[src/rtl/fpga_pkg.sv]
// Shared constants for the ARM->FPGA configuration SPI: frame geometry, opcodes,
// register reset defaults and the receiver state encoding.
package fpga_pkg;

    localparam int WORD_W = 16;
    localparam int CMD_W  = 4;
    localparam int CNT_W  = 5;

    localparam logic [CMD_W-1:0] FPGA_CMD_SET_CONFREG     = 4'h1;
    localparam logic [CMD_W-1:0] FPGA_CMD_SET_DIVISOR     = 4'h2;
    localparam logic [CMD_W-1:0] FPGA_CMD_SET_EDGE_THRESH = 4'h3;

    localparam logic [7:0] DIVISOR_RST   = 8'd95;
    localparam logic [7:0] THRESHOLD_RST = 8'd127;

    typedef enum logic [0:0] {
        ST_IDLE  = 1'b0,
        ST_SHIFT = 1'b1
    } spi_state_e;

endpackage

[src/rtl/sync_edge_det.sv]
// Multi-flop synchroniser for one asynchronous pin with registered rise/fall pulses.
// RST_VAL presets the chain to the pin's idle level so no false edge follows reset.
module sync_edge_det #(
    parameter int   STAGES  = 2,
    parameter logic RST_VAL = 1'b0
) (
    input  logic clk,
    input  logic rst,
    input  logic din,
    output logic dout,
    output logic rise,
    output logic fall
);

    logic [STAGES-1:0] sync_q, sync_d;
    logic              prev_q, prev_d;
    logic              rise_q, rise_d;
    logic              fall_q, fall_d;

    always_comb begin
        sync_d = {sync_q[STAGES-2:0], din};
        prev_d = sync_q[STAGES-1];
        rise_d = sync_q[STAGES-1] & ~prev_q;
        fall_d = ~sync_q[STAGES-1] & prev_q;
    end

    always_ff @(posedge clk or posedge rst) begin
        if (rst) begin
            sync_q <= {STAGES{RST_VAL}};
            prev_q <= RST_VAL;
            rise_q <= 1'b0;
            fall_q <= 1'b0;
        end else begin
            sync_q <= sync_d;
            prev_q <= prev_d;
            rise_q <= rise_d;
            fall_q <= fall_d;
        end
    end

    assign dout = sync_q[STAGES-1];
    assign rise = rise_q;
    assign fall = fall_q;

endmodule

[src/rtl/fpga_spi_cmd_rx.sv]
// ARM configuration SPI receiver: oversamples spck/mosi/ncs, assembles MSB-first
// command words and decodes them into the conf/divisor/threshold registers.
module fpga_spi_cmd_rx
    import fpga_pkg::*;
#(
    parameter int SYNC_STAGES = 2
) (
    input  logic        ck_1356meg,
    input  logic        reset,
    input  logic        spck,
    input  logic        mosi,
    input  logic        ncs,
    output logic [11:0] conf_word,
    output logic [7:0]  divisor,
    output logic [7:0]  threshold,
    output logic        cmd_valid,
    output logic [3:0]  cmd_op,
    output logic        frame_err,
    output spi_state_e  dbg_state
);

    logic spck_rise, spck_lvl_unused, spck_fall_unused;
    logic ncs_rise, ncs_fall, ncs_lvl_unused;
    logic mosi_s, mosi_rise_unused, mosi_fall_unused;

    sync_edge_det #(.STAGES(SYNC_STAGES), .RST_VAL(1'b0)) u_sync_spck (
        .clk(ck_1356meg), .rst(reset), .din(spck),
        .dout(spck_lvl_unused), .rise(spck_rise), .fall(spck_fall_unused)
    );

    sync_edge_det #(.STAGES(SYNC_STAGES), .RST_VAL(1'b1)) u_sync_ncs (
        .clk(ck_1356meg), .rst(reset), .din(ncs),
        .dout(ncs_lvl_unused), .rise(ncs_rise), .fall(ncs_fall)
    );

    sync_edge_det #(.STAGES(SYNC_STAGES), .RST_VAL(1'b0)) u_sync_mosi (
        .clk(ck_1356meg), .rst(reset), .din(mosi),
        .dout(mosi_s), .rise(mosi_rise_unused), .fall(mosi_fall_unused)
    );

    spi_state_e        state_q, state_d;
    logic [WORD_W-1:0] shreg_q, shreg_d;
    logic [CNT_W-1:0]  cnt_q, cnt_d;
    logic [11:0]       conf_q, conf_d;
    logic [7:0]        div_q, div_d;
    logic [7:0]        thr_q, thr_d;
    logic              valid_q, valid_d;
    logic [CMD_W-1:0]  op_q, op_d;
    logic              err_q, err_d;
    logic [CMD_W-1:0]  rx_op;

    assign rx_op = shreg_q[WORD_W-1 -: CMD_W];

    always_comb begin
        state_d = state_q;
        shreg_d = shreg_q;
        cnt_d   = cnt_q;
        conf_d  = conf_q;
        div_d   = div_q;
        thr_d   = thr_q;
        valid_d = 1'b0;
        op_d    = op_q;
        err_d   = 1'b0;
        case (state_q)
            ST_IDLE: begin
                if (ncs_fall) begin
                    state_d = ST_SHIFT;
                    shreg_d = '0;
                    cnt_d   = '0;
                end
            end
            ST_SHIFT: begin
                // Chip-select release takes priority over a coincident clock edge.
                if (ncs_rise) begin
                    state_d = ST_IDLE;
                    if (cnt_q == CNT_W'(WORD_W)) begin
                        valid_d = 1'b1;
                        op_d    = rx_op;
                        case (rx_op)
                            FPGA_CMD_SET_CONFREG:     conf_d = shreg_q[11:0];
                            FPGA_CMD_SET_DIVISOR:     div_d  = shreg_q[7:0];
                            FPGA_CMD_SET_EDGE_THRESH: thr_d  = shreg_q[7:0];
                            default: ;
                        endcase
                    end else begin
                        err_d = 1'b1;
                    end
                end else if (spck_rise) begin
                    shreg_d = {shreg_q[WORD_W-2:0], mosi_s};
                    if (cnt_q != {CNT_W{1'b1}}) cnt_d = cnt_q + 1'b1;
                end
            end
            default: state_d = ST_IDLE;
        endcase
    end

    always_ff @(posedge ck_1356meg or posedge reset) begin
        if (reset) begin
            state_q <= ST_IDLE;
            shreg_q <= '0;
            cnt_q   <= '0;
            conf_q  <= '0;
            div_q   <= DIVISOR_RST;
            thr_q   <= THRESHOLD_RST;
            valid_q <= 1'b0;
            op_q    <= '0;
            err_q   <= 1'b0;
        end else begin
            state_q <= state_d;
            shreg_q <= shreg_d;
            cnt_q   <= cnt_d;
            conf_q  <= conf_d;
            div_q   <= div_d;
            thr_q   <= thr_d;
            valid_q <= valid_d;
            op_q    <= op_d;
            err_q   <= err_d;
        end
    end

    assign conf_word = conf_q;
    assign divisor   = div_q;
    assign threshold = thr_q;
    assign cmd_valid = valid_q;
    assign cmd_op    = op_q;
    assign frame_err = err_q;
    assign dbg_state = state_q;

endmodule

[config.mk]
export PLATFORM = sky130hd
export DESIGN_NAME = fpga_spi_cmd_rx
export DESIGN_NICKNAME = d
export VERILOG_FILES = /design/src/rtl/fpga_pkg.sv /design/src/rtl/sync_edge_det.sv /design/src/rtl/fpga_spi_cmd_rx.sv
export SDC_FILE = /design/constraint.sdc
export NUM_CORES = 1
export LEC_CHECK = 0
export BUFFER_PORTS_ARGS = -buffer_cell sky130_fd_sc_hd__buf_2
export CORE_AREA = 3 3 87 89
export CTS_CLUSTER_DIAMETER = 80
export DETAILED_ROUTE_END_ITERATION = 16
export DIE_AREA = 0 0 90 92
export PLACE_DENSITY = 0.6
export SLEW_MARGIN = 20
export SYNTH_ARGS = -nofsm -noshare
export SYNTH_HDL_FRONTEND = slang
export SYNTH_SLANG_ARGS = --single-unit
export TNS_END_PERCENT = 100
[constraint.sdc]
create_clock -name ck_1356meg -period 5.5 [get_ports ck_1356meg]
set_input_delay 0.825 -clock ck_1356meg [delete_from_list [all_inputs] [get_ports ck_1356meg]]
set_output_delay 0.825 -clock ck_1356meg [all_outputs]
set_load 0.01 [all_outputs]
Word-level counts from Yosys, hierarchy flattened
Cells that the tools add are included.

Register bits after elaboration: 67. Output and inout bits: 35.

Add/subtract/negate cells: 1. Equality and inequality tests: 9. Muxes and demuxes: 18. Bitwise logic cells: 7. Reduce and logical (&&, ||, !) cells: 6.

Operators with widths (number): $mux W16 (3); $pmux W16 S2 (1); $mux W5 (4); $reduce_and A4 Y1 (4); $pmux W5 S2 (1); $eq A4 B2 Y1 const B (2); $mux W1 (8); $ne A2 B1 Y1 const B (3); $reduce_and A3 Y1 (2); $add A5 B1 Y5 const B (1); $eq A5 B5 Y1 const B (1); $ne A5 B5 Y1 const B (1); $eq A4 B1 Y1 const B (1); $not A1 Y1 (4); $and A1 B1 Y1 (3); $ne A2 B2 Y1 const B (1); $pmux W1 S2 (1).

Logic depth before layout (Yosys ltp)
Depth after elaboration: 5. Mapped depth: 6. Mapped depth without buffers: 6.

By module
A second synthesis with hierarchy kept.

Cell total of the unflattened synthesis: 198. Area total of the unflattened synthesis: 2801.4 sq um.

By module, submodules not included: fpga_spi_cmd_rx (times used 1, cells each 174, area an instance 2366.0 sq um, sequential area each 1417.6 sq um); sync_edge_det (u_sync_mosi ...) (times used 2, cells each 8, area an instance 143.9 sq um, sequential area each 125.1 sq um); sync_edge_det (u_sync_ncs) (times used 1, cells each 8, area an instance 147.6 sq um, sequential area each 128.9 sq um).

Least setup slack after synthesis
No wires, ideal clock.

Path type: flip-flop to flip-flop. Start: reg cnt_q[0]. End: reg cnt_q[3]. Arrival: 1.507 ns. Required time: 5.377 ns. Slack: 3.869 ns. Cell stages (with the launch flop): 7. Period minus slack after synthesis: 1.631 ns. Cell sequence: dfrtp_1 > ha_1 > and3_2 > ha_1 > and4bb_2 > nand4_1 > mux2i_1.

Word-level cells in the longest chain between the ends: 5. Elaborated cells on any way between the ends: 8. Those cells by class: 1 x add/sub; 2 x eq/ne; 4 x mux; 1 x reduce/logical.

RTL lines: from (decl) (RTL line fpga_spi_cmd_rx.sv:43) `logic [CNT_W-1:0] cnt_q, cnt_d;`; from (signal assigned) (RTL line fpga_spi_cmd_rx.sv:111) `cnt_q <= cnt_d;`; $add A5 B1 Y5 (RTL line fpga_spi_cmd_rx.sv:90) `if (cnt_q != {CNT_W{1'b1}}) cnt_d = cnt_q + 1'b1;`; $mux W5 (RTL line fpga_spi_cmd_rx.sv:90); $mux W5 (RTL line fpga_spi_cmd_rx.sv:88) `end else if (spck_rise) begin`; $mux W5 (RTL line fpga_spi_cmd_rx.sv:74) `if (ncs_rise) begin`; $pmux W5 S2 (RTL line fpga_spi_cmd_rx.sv:64) `case (state_q)`.

Parallel ways exist; a longest one is shown, timed or not. The select of a mux whose other input is x is not followed. A chain may end at the register's enable or synchronous reset.

Worst setup path in the final report
Start: reg state_q (netlist: dbg_state). End: out dbg_state.

RTL lines: from (decl) (RTL line fpga_spi_cmd_rx.sv:41) `spi_state_e state_q, state_d;`; from (signal assigned) (RTL line fpga_spi_cmd_rx.sv:109) `state_q <= state_d;`; to (decl) (RTL line fpga_spi_cmd_rx.sv:19) `output spi_state_e dbg_state`.

No word-level cell between the ends.

==> impl_metrics.tcl <==
set metrics [dict create \
    cp.depth 1 \
    p_int_mw 0.774 \
    critical_path.top_delay_family "flip-flops" \
    postSynthAreaPerCell_um2 14.4 \
    wirelength_met1_um 2230 \
    number_of_global_route_vias_before_repair 1564 \
    globalRouteTotalUtil_pct 12.5 \
    critical_path_at_ns 1.18 \
    route.final.wire_length_um 4750 \
    placement.cell_area_um2 2990 \
    largest_family_of_logic_cells_by_synthesized_area "multiplexers" \
    grt_setup_unrepaired "false" \
    power.share.clock_pct 43.2 \
    final_net_count 240 \
    timing.final.ws_setup_ns 3.50 \
    pwr-share-comb_pct 4.7 \
    dp_slack_ns 3.53 \
    ctsHtreeMaxLevel 3 \
    timing_hold_violations_final 0 \
    synth_ff_type "sky130_fd_sc_hd__dfrtp_1" \
    cts_tree "built" \
    synth.net_count 196 \
    detailed_route_iter0_violations 77 \
    cts_buffer_depth 2 \
    setup.worst_path.start_class "flip-flop" \
    cts_hold_repair.buffers 0 \
    power.switching_fraction_pct 22.4 \
    timing.critical_path.cells "buf_2" \
    power_per_cell_area_nw_per_um2 312 \
    topRoutingLayerUsed "met4" \
    crit_fanout 16 \
    die-area_um2 8280 \
    worstPathRequired_ns 4.68 \
    power_after_layout_mw 0.998 \
    crit_slowest_cell "sky130_fd_sc_hd__dfrtp_1" \
    critPathBufInv 1 \
    totalNegativeSetupSlack_ns 0 \
    insertedDiodeCount 0 \
    cts_setup_buffers 0 \
    run_status "completed" \
    cts.sinks 67 \
    slew_headroom_pct 45.3 \
    endpoint_kind "output pin" \
    synth_sequential_area_ratio_pct 62.5 \
    fin_area_um2 3200 \
    ys_types 30 \
    grt_max_degree 68 \
    synth_compound_gate_area_share_pct 3.04 \
    initial_core_util_pct 39.7 \
    via_count 1535 \
    drv_cap 0 \
    net_switching_power_mw 0.224 \
    grt_first_pass_wirelength_um 7960 \
    layout-drive-gt1-share_pct 48.5 \
    tightestPinTransition_ns 0.820 \
    drt_drc_violations_left 0 \
    leakage_nw 1.59 \
    post_synth_inst_count 188 \
    die-width_um 90 \
    fp.coreArea_um2 6830 \
    cts-root-buf "sky130_fd_sc_hd__clkbuf_8" \
    worst_ir_drop_on_vdd_v 0.000177 \
    yosys.area_share.adder_pct 1.38 \
    drt-wirelength-per-cell_um 14.3 \
    post_synth_instance_area_um2 2710 \
    met2_routed_length_um 2180 \
    drv_slew 0 \
    number_of_antenna_violations_at_the_first_check_in_global_routing 0 \
    whs_ns 0.352 \
    numCtsBuffers 9 \
    routabilityCongestion 0.734 \
    drt.antenna.violating_nets 0 \
    time_the_final_worst_path_needs_with_i_o_delays_and_setup_ns 2.00 \
    worst-setup-path-type "flip-flop to output pin" \
    ys.warnings.count 0 \
    global_route.overflow_total 0 \
    fp-row-count 30 \
    cp-startpoint "dbg_state$_DFF_PP0_" \
    rr_worst_depth 3 \
    port_buffers 39 \
    sequentialPowerShare_pct 52.1 \
    vias_per_std_cell 4.61 \
    synth-xor-area-share_pct 0 \
    yosys_register_bits 67 \
    met3WireLength_um 231 \
    synth-edff-count 0 \
    fmax_ghz 0.500 \
    yosys-mux-area-fraction_pct 18.0 \
    min_delay_path_depth 0 \
    num_io_pins 40 \
    place_hpwl_um 3100 \
    die_h_um 92 \
    final.setup_skew_ns 0.00990 \
    postSynth.asyncResetShare_pct 100 \
    synthSimpleGateAreaFrac_pct 11.6 \
    cts_resized 0 \
    hold_class "flip-flop to flip-flop" \
    period_share_pct 36.4 \
    clkLatencyLatePin_ns 0.34 \
    path_clk_slew_ns 0.06 \
    drt_pass1_iterations 4 \
    final_setup_violation_count 0 \
    delay_of_the_slowest_critical_path_stage_ns 0.62 \
    syn_to_final_growth_pct 17.9 \
    reg2reg_from "dbg_state$_DFF_PP0_" \
    holdCritStartpoint "u_sync_mosi.sync_q[0]$_DFF_PP0_" \
]
## Yosys cell counts, types with 2 or more instances
master                     instances  share of area [%]
sky130_fd_sc_hd__nand3_1          12                2.2
sky130_fd_sc_hd__buf_2             3               0.55
sky130_fd_sc_hd__mux2_4           10                5.5
sky130_fd_sc_hd__o21ai_0           3               0.55
sky130_fd_sc_hd__nor4b_4           2                1.8
sky130_fd_sc_hd__nand3_2           3                1.1
sky130_fd_sc_hd__mux2i_1           9                3.3
sky130_fd_sc_hd__buf_6             2               0.83
sky130_fd_sc_hd__and4bb_2          2               0.92
sky130_fd_sc_hd__mux2_2           22                9.1
sky130_fd_sc_hd__nand2_1          13                1.8
sky130_fd_sc_hd__dfrtp_1          51                 47
sky130_fd_sc_hd__dfstp_2          16                 15
sky130_fd_sc_hd__ha_1              3                1.4
sky130_fd_sc_hd__nor2b_1           3               0.69
sky130_fd_sc_hd__o31ai_1           9                2.5
sky130_fd_sc_hd__inv_1            12                1.7
## power by group through the flow
stage	sequential, mW	clock [mW]	combinational, mW
2_1_floorplan	0.523	0	0.0387
3_3_place_gp	0.529	0	0.0479
3_5_place_dp	0.529	0	0.0483
4_1_cts	0.520	0.443	0.0486
5_1_grt	0.522	0.474	0.0540
6_report	0.520	0.431	0.0472
## per-layer routing
| metal | vias to the layer above | GRT usage, % |
|---|---|---|
| met5 | - | 0 |
| met4 | 0 | 6.89 |
| li1 | 745 | - |
| met1 | 755 | 15.9 |
| met3 | 7 | 4.84 |
| met2 | 28 | 18.2 |
## registers in the layout (all words and copies together), names as in the netlist, 2 cells and up
name,flops
threshold,8
cnt_q,5
u_sync_spck.sync_q,2
shreg_q,16
u_sync_ncs.sync_q,2
divisor,8
cmd_op,4
conf_word,12
u_sync_mosi.sync_q,2
## cells by family after synthesis
| logic type | after synthesis |
|---|---|
| buf+inv | 20 |
| mux | 41 |
| compound gates | 12 |
| simple gates | 45 |
| fa+ha+maj | 3 |
| flops | 67 |
## through the flow
stage,util (%),cells
floorplan,-,188
global placement,43.8,317
detailed placement,43.8,317
CTS,46.8,333
global route,46.8,333
finish,46.8,333
## final timing paths
| check | endpoint | slack, ns |
|---|---|---|
| worst min-delay path | u_sync_mosi.sync_q[1]$_DFF_PP0_ | 0.35 |
| worst min register to register | u_sync_mosi.sync_q[1]$_DFF_PP0_ | 0.35 |
| worst max-delay path | dbg_state | 3.50 |
| min in group asynchronous | cnt_q[0]$_DFFE_PP0P_ | 0.71 |
| worst max register to register | shreg_q[5]$_DFFE_PP0P_ | 3.54 |
| max in group asynchronous | dbg_state$_DFF_PP0_ | 4.23 |
## layout make-up
| class | instances | area, µm² |
|---|---|---|
| Inverter | 13 | 48.8 |
| Sequential cell | 67 | 1700 |
| Multi-Input combinational cell | 101 | 922 |
| Clock inverter | 5 | 77.6 |
| Clock buffer | 11 | 131 |
| Tap cell | 96 | 120 |
| Timing Repair Buffer | 40 | 203 |
| Fill cell | 655 | 3630 |
## cell usage in the layout (no fill, tap or decap), types with 2 or more instances in the layout
cell type                   Yosys  routed
sky130_fd_sc_hd__mux2_4        10      10
sky130_fd_sc_hd__clkinv_2       0       2
sky130_fd_sc_hd__buf_2          3      39
sky130_fd_sc_hd__and4bb_2       2       2
sky130_fd_sc_hd__nand3_1       12      12
sky130_fd_sc_hd__nor2b_1        3       3
sky130_fd_sc_hd__ha_1           3       3
sky130_fd_sc_hd__nor4b_4        2       2
sky130_fd_sc_hd__dfstp_2       16      16
sky130_fd_sc_hd__nand2_1       13      13
sky130_fd_sc_hd__dfrtp_1       51      51
sky130_fd_sc_hd__nand3_2        3       3
sky130_fd_sc_hd__clkbuf_1       1       2
sky130_fd_sc_hd__inv_1         12      11
sky130_fd_sc_hd__clkbuf_8       0       9
sky130_fd_sc_hd__o31ai_1        9       9
sky130_fd_sc_hd__mux2i_1        9       9
sky130_fd_sc_hd__mux2_2        22      22
sky130_fd_sc_hd__o21ai_0        3       3
sky130_fd_sc_hd__bufinv_16      0       2
(Power assumes the default switching activity.)
